**config.mk**
```make
export PLATFORM = sky130hd
export DESIGN_NAME = pe_output_collector
export DESIGN_NICKNAME = d
export VERILOG_FILES = /design/src/rtl/pe_output_collector_pkg.sv /design/src/rtl/pe_collect_fifo.sv /design/src/rtl/pe_output_collector.sv
export SDC_FILE = /design/constraint.sdc
export NUM_CORES = 1
export LEC_CHECK = 0
export CAP_MARGIN = 20
export CORE_ASPECT_RATIO = 1.1
export CORE_MARGIN = 8
export CORE_UTILIZATION = 45
export DETAILED_ROUTE_END_ITERATION = 10
export GPL_ROUTABILITY_DRIVEN = 0
export PLACE_DENSITY = 0.74
export SYNTH_ARGS = -nofsm -noshare
export SYNTH_HDL_FRONTEND = slang
export SYNTH_SLANG_ARGS = --single-unit
```
**constraint.sdc**
```tcl
create_clock -name clk -period 11.6 [get_ports clk]
set_input_delay 2.32 -clock clk [delete_from_list [all_inputs] [get_ports clk]]
set_output_delay 2.32 -clock clk [all_outputs]
set_load 0.02 [all_outputs]
```
**src/rtl/pe_output_collector_pkg.sv**
```systemverilog
// Shared widths, precision encodings and FSM state type for the PE output collector.
package pe_output_collector_pkg;

  localparam int ACC_DATA_WIDTH = 32;
  localparam int ACT_DATA_WIDTH = 8;
  localparam int WORD_WIDTH     = 64;

  localparam logic [1:0] PREC_8B = 2'd0;
  localparam logic [1:0] PREC_4B = 2'd1;
  localparam logic [1:0] PREC_2B = 2'd2;

  typedef enum logic [1:0] {IDLE, COLLECT, DRAIN, DONE} collector_state_t;

endpackage

```
**src/rtl/pe_collect_fifo.sv**
```systemverilog
// Registered first-word-fall-through FIFO; the head entry is visible whenever !empty.
module pe_collect_fifo #(
  parameter int DATA_W = 81,
  parameter int DEPTH  = 4
) (
  input  logic                     clk,
  input  logic                     reset,
  input  logic                     push,
  input  logic [DATA_W-1:0]        push_data,
  input  logic                     pop,
  output logic [DATA_W-1:0]        pop_data,
  output logic [$clog2(DEPTH):0]   count,
  output logic                     full,
  output logic                     empty
);
  localparam int AW = $clog2(DEPTH);
  localparam int CW = AW + 1;

  logic [DATA_W-1:0] mem [DEPTH];
  logic [AW-1:0]     wr_ptr, rd_ptr;
  logic              do_push, do_pop;

  assign full     = (count == CW'(DEPTH));
  assign empty    = (count == '0);
  assign do_push  = push && !full;
  assign do_pop   = pop && !empty;
  assign pop_data = mem[rd_ptr];

  always_ff @(posedge clk) begin
    if (reset) begin
      wr_ptr <= '0;
      rd_ptr <= '0;
      count  <= '0;
      for (int i = 0; i < DEPTH; i++) mem[i] <= '0;
    end else begin
      if (do_push) begin
        mem[wr_ptr] <= push_data;
        wr_ptr      <= wr_ptr + AW'(1);
      end
      if (do_pop) rd_ptr <= rd_ptr + AW'(1);
      case ({do_push, do_pop})
        2'b10:   count <= count + CW'(1);
        2'b01:   count <= count - CW'(1);
        default: count <= count;
      endcase
    end
  end

endmodule

```
**src/rtl/pe_output_collector.sv**
```systemverilog
// Truncates PE outputs to the layer precision, packs them LSB-first into words and queues them
// for the activation-memory writer. Define PE_COLLECT_STALL_CNT_EN to add the stall_cycles counter.
module pe_output_collector #(
  parameter int ACC_DATA_WIDTH = pe_output_collector_pkg::ACC_DATA_WIDTH,
  parameter int ACT_DATA_WIDTH = pe_output_collector_pkg::ACT_DATA_WIDTH,
  parameter int WORD_WIDTH     = pe_output_collector_pkg::WORD_WIDTH,
  parameter int FIFO_DEPTH     = 4,
  parameter int ADDR_WIDTH     = 16,
  parameter int CNT_WIDTH      = 16
) (
  input  logic                      clk,
  input  logic                      reset,
  input  logic [1:0]                PRECISION,
  input  logic                      start,
  input  logic [CNT_WIDTH-1:0]      num_outputs,
  input  logic [ADDR_WIDTH-1:0]     base_addr,
  input  logic                      in_valid,
  input  logic [ACC_DATA_WIDTH-1:0] in_data,
  output logic                      in_ready,
  output logic                      out_valid,
  output logic [WORD_WIDTH-1:0]     out_data,
  output logic [ADDR_WIDTH-1:0]     out_addr,
  output logic                      out_last,
  input  logic                      out_ready,
  output logic                      busy,
  output logic                      done
`ifdef PE_COLLECT_STALL_CNT_EN
  ,
  output logic [31:0]               stall_cycles
`endif
);
  import pe_output_collector_pkg::*;

  localparam int PW = $clog2(WORD_WIDTH / 2);
  localparam int CW = $clog2(FIFO_DEPTH) + 1;
  localparam int EW = 1 + ADDR_WIDTH + WORD_WIDTH;

  collector_state_t      state;
  logic [1:0]            prec_q;
  logic [3:0]            lane_w;
  logic [PW-1:0]         p, p_max;
  logic [PW+3:0]         shamt;
  logic [WORD_WIDTH-1:0] pack, pack_next, lane_mask, lane_data;
  logic [CNT_WIDTH-1:0]  remaining;
  logic [ADDR_WIDTH-1:0] addr;
  logic [CW-1:0]         fifo_count;
  logic                  fifo_full, fifo_empty;
  logic                  accept, last_elem, word_done, push;
  logic [EW-1:0]         pop_data;
  logic                  unused_in_hi;

  assign unused_in_hi = ^in_data[ACC_DATA_WIDTH-1:ACT_DATA_WIDTH];

  // 4-bit lanes also cover the redundant encoding 3
  always_comb begin
    lane_w = 4'd4;
    p_max  = PW'(WORD_WIDTH / 4 - 1);
    case (prec_q)
      PREC_8B: begin lane_w = 4'd8; p_max = PW'(WORD_WIDTH / 8 - 1); end
      PREC_2B: begin lane_w = 4'd2; p_max = PW'(WORD_WIDTH / 2 - 1); end
      default: ;
    endcase
  end

  assign lane_mask = (WORD_WIDTH'(1) << lane_w) - WORD_WIDTH'(1);
  assign lane_data = WORD_WIDTH'(in_data[ACT_DATA_WIDTH-1:0]) & lane_mask;
  assign shamt     = {4'd0, p} * {{PW{1'b0}}, lane_w};
  assign pack_next = pack | (lane_data << shamt);

  assign in_ready  = (state == COLLECT) && !fifo_full;
  assign accept    = in_valid && in_ready;
  assign last_elem = (remaining == CNT_WIDTH'(1));
  assign word_done = (p == p_max) || last_elem;
  assign push      = accept && word_done;

  always_ff @(posedge clk) begin
    if (reset) begin
      state     <= IDLE;
      prec_q    <= PREC_8B;
      p         <= '0;
      pack      <= '0;
      remaining <= '0;
      addr      <= '0;
      busy      <= 1'b0;
      done      <= 1'b0;
    end else begin
      done <= 1'b0;
      case (state)
        IDLE: if (start) begin
          if (num_outputs == '0) state <= DONE;
          else begin
            prec_q    <= PRECISION;
            remaining <= num_outputs;
            addr      <= base_addr;
            p         <= '0;
            pack      <= '0;
            busy      <= 1'b1;
            state     <= COLLECT;
          end
        end
        COLLECT: if (accept) begin
          remaining <= remaining - CNT_WIDTH'(1);
          if (word_done) begin
            pack <= '0;
            p    <= '0;
            addr <= addr + ADDR_WIDTH'(1);
            if (last_elem) state <= DRAIN;
          end else begin
            pack <= pack_next;
            p    <= p + PW'(1);
          end
        end
        DRAIN: if (fifo_empty) begin
          busy  <= 1'b0;
          state <= DONE;
        end
        DONE: begin
          done  <= 1'b1;
          state <= IDLE;
        end
        default: state <= IDLE;
      endcase
    end
  end

  pe_collect_fifo #(.DATA_W(EW), .DEPTH(FIFO_DEPTH)) u_fifo (
    .clk       (clk),
    .reset     (reset),
    .push      (push),
    .push_data ({last_elem, addr, pack_next}),
    .pop       (out_valid && out_ready),
    .pop_data  (pop_data),
    .count     (fifo_count),
    .full      (fifo_full),
    .empty     (fifo_empty)
  );

  assign out_valid = !fifo_empty;
  assign out_last  = pop_data[EW-1];
  assign out_addr  = pop_data[WORD_WIDTH +: ADDR_WIDTH];
  assign out_data  = pop_data[WORD_WIDTH-1:0];

`ifdef PE_COLLECT_STALL_CNT_EN
  always_ff @(posedge clk) begin
    if (reset) stall_cycles <= '0;
    else if (state == IDLE && start) stall_cycles <= '0;
    else if (state == COLLECT && in_valid && !in_ready && stall_cycles != '1)
      stall_cycles <= stall_cycles + 32'd1;
  end
`endif

endmodule

```
==> flow_metrics.tcl <==
set metrics [dict create \
    run_status "complete, no violations" \
    synth.lib_cells_used.distinct 65 \
    fin_cells 2353 \
    layout_worst_path_cycle_share 0.509 \
    holdCritPathClass "register to register" \
    async_reset_ff_frac 0 \
    grt.met3_usage 0.0389 \
    antennaDiodeCount 0 \
    grt_start_max_net_pins 67 \
    fill_cells 3689 \
    synth_nets 1749 \
    synth.area.top_cells "sky130_fd_sc_hd__edfxtp_1 (48%), sky130_fd_sc_hd__dfxtp_1 (11%), sky130_fd_sc_hd__mux4_2 (9.0%)" \
    wl_per_cell_um 21.8 \
    hold_buffers 0 \
    slew-limit-headroom 0.233 \
    core.rowCount 81 \
    area_share_of_the_largest_cell_type_after_synthesis 0.479 \
    fp.dieH_um 239 \
    design.portCount 156 \
    pwr_density_cell_mw_per_mm2 181 \
    cts_buffers 46 \
    groute.layer.met2.usage 0.333 \
    clock_sink_count 440 \
    grt_busiest_layer "met2" \
    grt_pass1_vias 14162 \
    worstPathMaxFanout 45 \
    detailedRoute.firstIterationViolations 1272 \
    grt_first_pass_wirelength_mm 80.4 \
    synth_largest_area_cell "sky130_fd_sc_hd__edfxtp_1" \
    timing_worst_setup_path_type "register to output port" \
    peakVddDrop_uv 133 \
    core-area_mm2 0.0445 \
    clk_transition_reported_paths_ns 0.06 \
    hold_violations 0 \
    vias 14050 \
    syn_area_mm2 0.0203 \
    finalSetupViolCount 0 \
    h-tree-depth 2 \
    multi_input_comb_area_mm2 0.00769 \
    final-max-slew-violation-count 0 \
    grt_overflow 0 \
    met1_usage 0.247 \
    worst-endpoint-required_ns 9.28 \
    flops_latches_synth 440 \
    routed_wirelength_mm 51.3 \
    postSynthAreaPerCell_um2 12.3 \
    half_perimeter_wire_length_after_detailed_placement_mm 31.6 \
    fmax_mhz 169 \
    die_width_um 219 \
    post_cts_resized 0 \
    clock_path_buffers 3 \
    initial_antenna_violation_count 0 \
    final_nets 1831 \
    port_buffers 131 \
    ctsRootBufferMaster "sky130_fd_sc_hd__clkbuf_16" \
    initial_core_util 0.456 \
    setup_crit_end_kind "output port" \
    clkLatencyLatePin_ns 0.57 \
    place_inst 2266 \
    synthFlopType "sky130_fd_sc_hd__edfxtp_1" \
    cts_setup_buffers 0 \
    utilization 0.533 \
    power.leakage_nw 7.95 \
    unrepaired_setup_endpoints_after_global_routing "false" \
    seq_area_mm2 0.0121 \
    post_synth_inst_count 1652 \
    tritoncts "done" \
    ant_nets 0 \
    dr_drc_count 0 \
    edff_count_synth 324 \
    viasPerCell 5.97 \
    grt.total_usage 0.195 \
    worst-endpoint-arrival_ns 3.58 \
    floorplan.die_area_mm2 0.0522 \
    maxCapViolCount 0 \
    post_synthesis_sequential_area_ratio 0.594 \
    drt-pass1-iter-count 8 \
    ratio_of_cells_with_drive_above_1_in_the_final_layout 0.119 \
    clock_skew_ns 0.0198 \
    layout_min_cycle_time_ns 5.90 \
    area_delta_synth_final_pct 16.8 \
    startpoint_type "register" \
    timing.setup.tns_ns 0 \
    worstMarginPinSlew_ns 1.12 \
    ys.warnings.count 0 \
]
[layout make-up]
class,instances,area share
Clock buffer,67,0.0562
Inverter,40,0.00633
Tap cell,581,0.0306
Multi-Input combinational cell,1046,0.324
Timing Repair Buffer,160,0.0651
Clock inverter,19,0.00918
Sequential cell,440,0.508
[synth_stat cells, types with 28 or more instances]
master and count:
sky130_fd_sc_hd__a21oi_1 65, sky130_fd_sc_hd__a41oi_1 45, sky130_fd_sc_hd__and2_1 98, sky130_fd_sc_hd__and3_1 28, sky130_fd_sc_hd__clkbuf_1 81, sky130_fd_sc_hd__dfxtp_1 116, sky130_fd_sc_hd__edfxtp_1 324, sky130_fd_sc_hd__inv_1 40
sky130_fd_sc_hd__mux4_2 81, sky130_fd_sc_hd__nand2_1 52, sky130_fd_sc_hd__nor2_1 259, sky130_fd_sc_hd__nor2b_1 47, sky130_fd_sc_hd__nor3_1 40, sky130_fd_sc_hd__nor4_1 34, sky130_fd_sc_hd__o21ai_0 33
[cells by family after synthesis]
family | synth area share
adders and majority gates | 0.0179
muxes | 0.0959
xor gates and xnor gates | 0.00518
and+or+nand+nor | 0.158
buffers and inverters | 0.0339
DFF | 0.594
AOI/OAI and AO/OA | 0.0957
[path summary, 6_finish.rpt]
path                               start                               to  slack, ns  depth (start not counted)
hold / removal     pack[44]$_SDFFE_PP0P_            pack[44]$_SDFFE_PP0P_       0.46                          2
setup reg to reg  prec_q[1]$_SDFFE_PP0P_  u_fifo.mem[2][13]$_SDFFCE_PN0P_       6.57                         11
hold reg to reg    pack[44]$_SDFFE_PP0P_            pack[44]$_SDFFE_PP0P_       0.46                          2
setup / recovery                register                     out_data[19]       5.70                          3
[cells in the final DEF (no fill, tap or decap), types with 14 or more instances in the layout]
cell,n
sky130_fd_sc_hd__buf_4,28
sky130_fd_sc_hd__nor3_1,39
sky130_fd_sc_hd__o21a_1,26
sky130_fd_sc_hd__dfxtp_1,114
sky130_fd_sc_hd__and3_1,28
sky130_fd_sc_hd__or4_1,18
sky130_fd_sc_hd__mux4_2,81
sky130_fd_sc_hd__nand2_1,49
sky130_fd_sc_hd__a21oi_1,65
sky130_fd_sc_hd__nand3_1,19
sky130_fd_sc_hd__nor2b_1,47
sky130_fd_sc_hd__o21ai_0,32
sky130_fd_sc_hd__and2_1,98
sky130_fd_sc_hd__o41ai_1,20
sky130_fd_sc_hd__clkdlybuf4s50_1,130
sky130_fd_sc_hd__nor2_1,259
sky130_fd_sc_hd__edfxtp_1,324
sky130_fd_sc_hd__nor4_1,34
sky130_fd_sc_hd__clkbuf_1,14
sky130_fd_sc_hd__a41oi_1,45
sky130_fd_sc_hd__clkbuf_16,49
sky130_fd_sc_hd__inv_1,40
sky130_fd_sc_hd__ha_1,21
[metal layers]
| layer | vias up | share of wire |
|---|---|---|
| met2 | 584 | 0.50 |
| met3 | 91 | 0.072 |
| met5 | - | 0 |
| met1 | 6974 | 0.40 |
| met4 | 0 | 0.026 |
| li1 | 6401 | - |
[stage by stage]
| step | cell area, µm² | hold slack [ns] | power (W) | worst slack [ns] |
|---|---|---|---|---|
| final | 23700 | 0.459 | 0.00429 | 5.70 |
| after global routing | 23700 | 0.475 | 0.00447 | 5.41 |
| after CTS | 23700 | 0.460 | 0.00430 | 5.53 |
| after detailed placement | 22100 | 0.448 | 0.00279 | 5.70 |
| after global placement | 22100 | 0.439 | 0.00277 | 5.75 |
| after floorplan | 20300 | 0.431 | 0.00251 | 6.05 |
[worst max-delay path: stages (launching register included)]
cell and delay, ns:
sky130_fd_sc_hd__dfxtp_4 0.98, sky130_fd_sc_hd__buf_4 0.74, sky130_fd_sc_hd__mux4_2 0.64, sky130_fd_sc_hd__clkdlybuf4s50_1 0.57
[power by group]
group	internal, W	leakage, nW	total [W]	switching, W
logic	0.000298	2.90	0.000910	0.000612
registers	0.00179	4.29	0.00187	0.0000817
clock network	0.000909	0.755	0.00151	0.000603
total	0.00299	7.95	0.00429	0.00130
[state kept, by name, indices dropped and copies added, names as in the netlist, named ones only]
register	flops
busy	1
p	5
u_fifo.wr_ptr	2
remaining	16
prec_q	2
done	1
u_fifo.mem	324
u_fifo.rd_ptr	2
u_fifo.count	3
pack	64
addr	16
state	2
(Power assumes the default switching activity.)
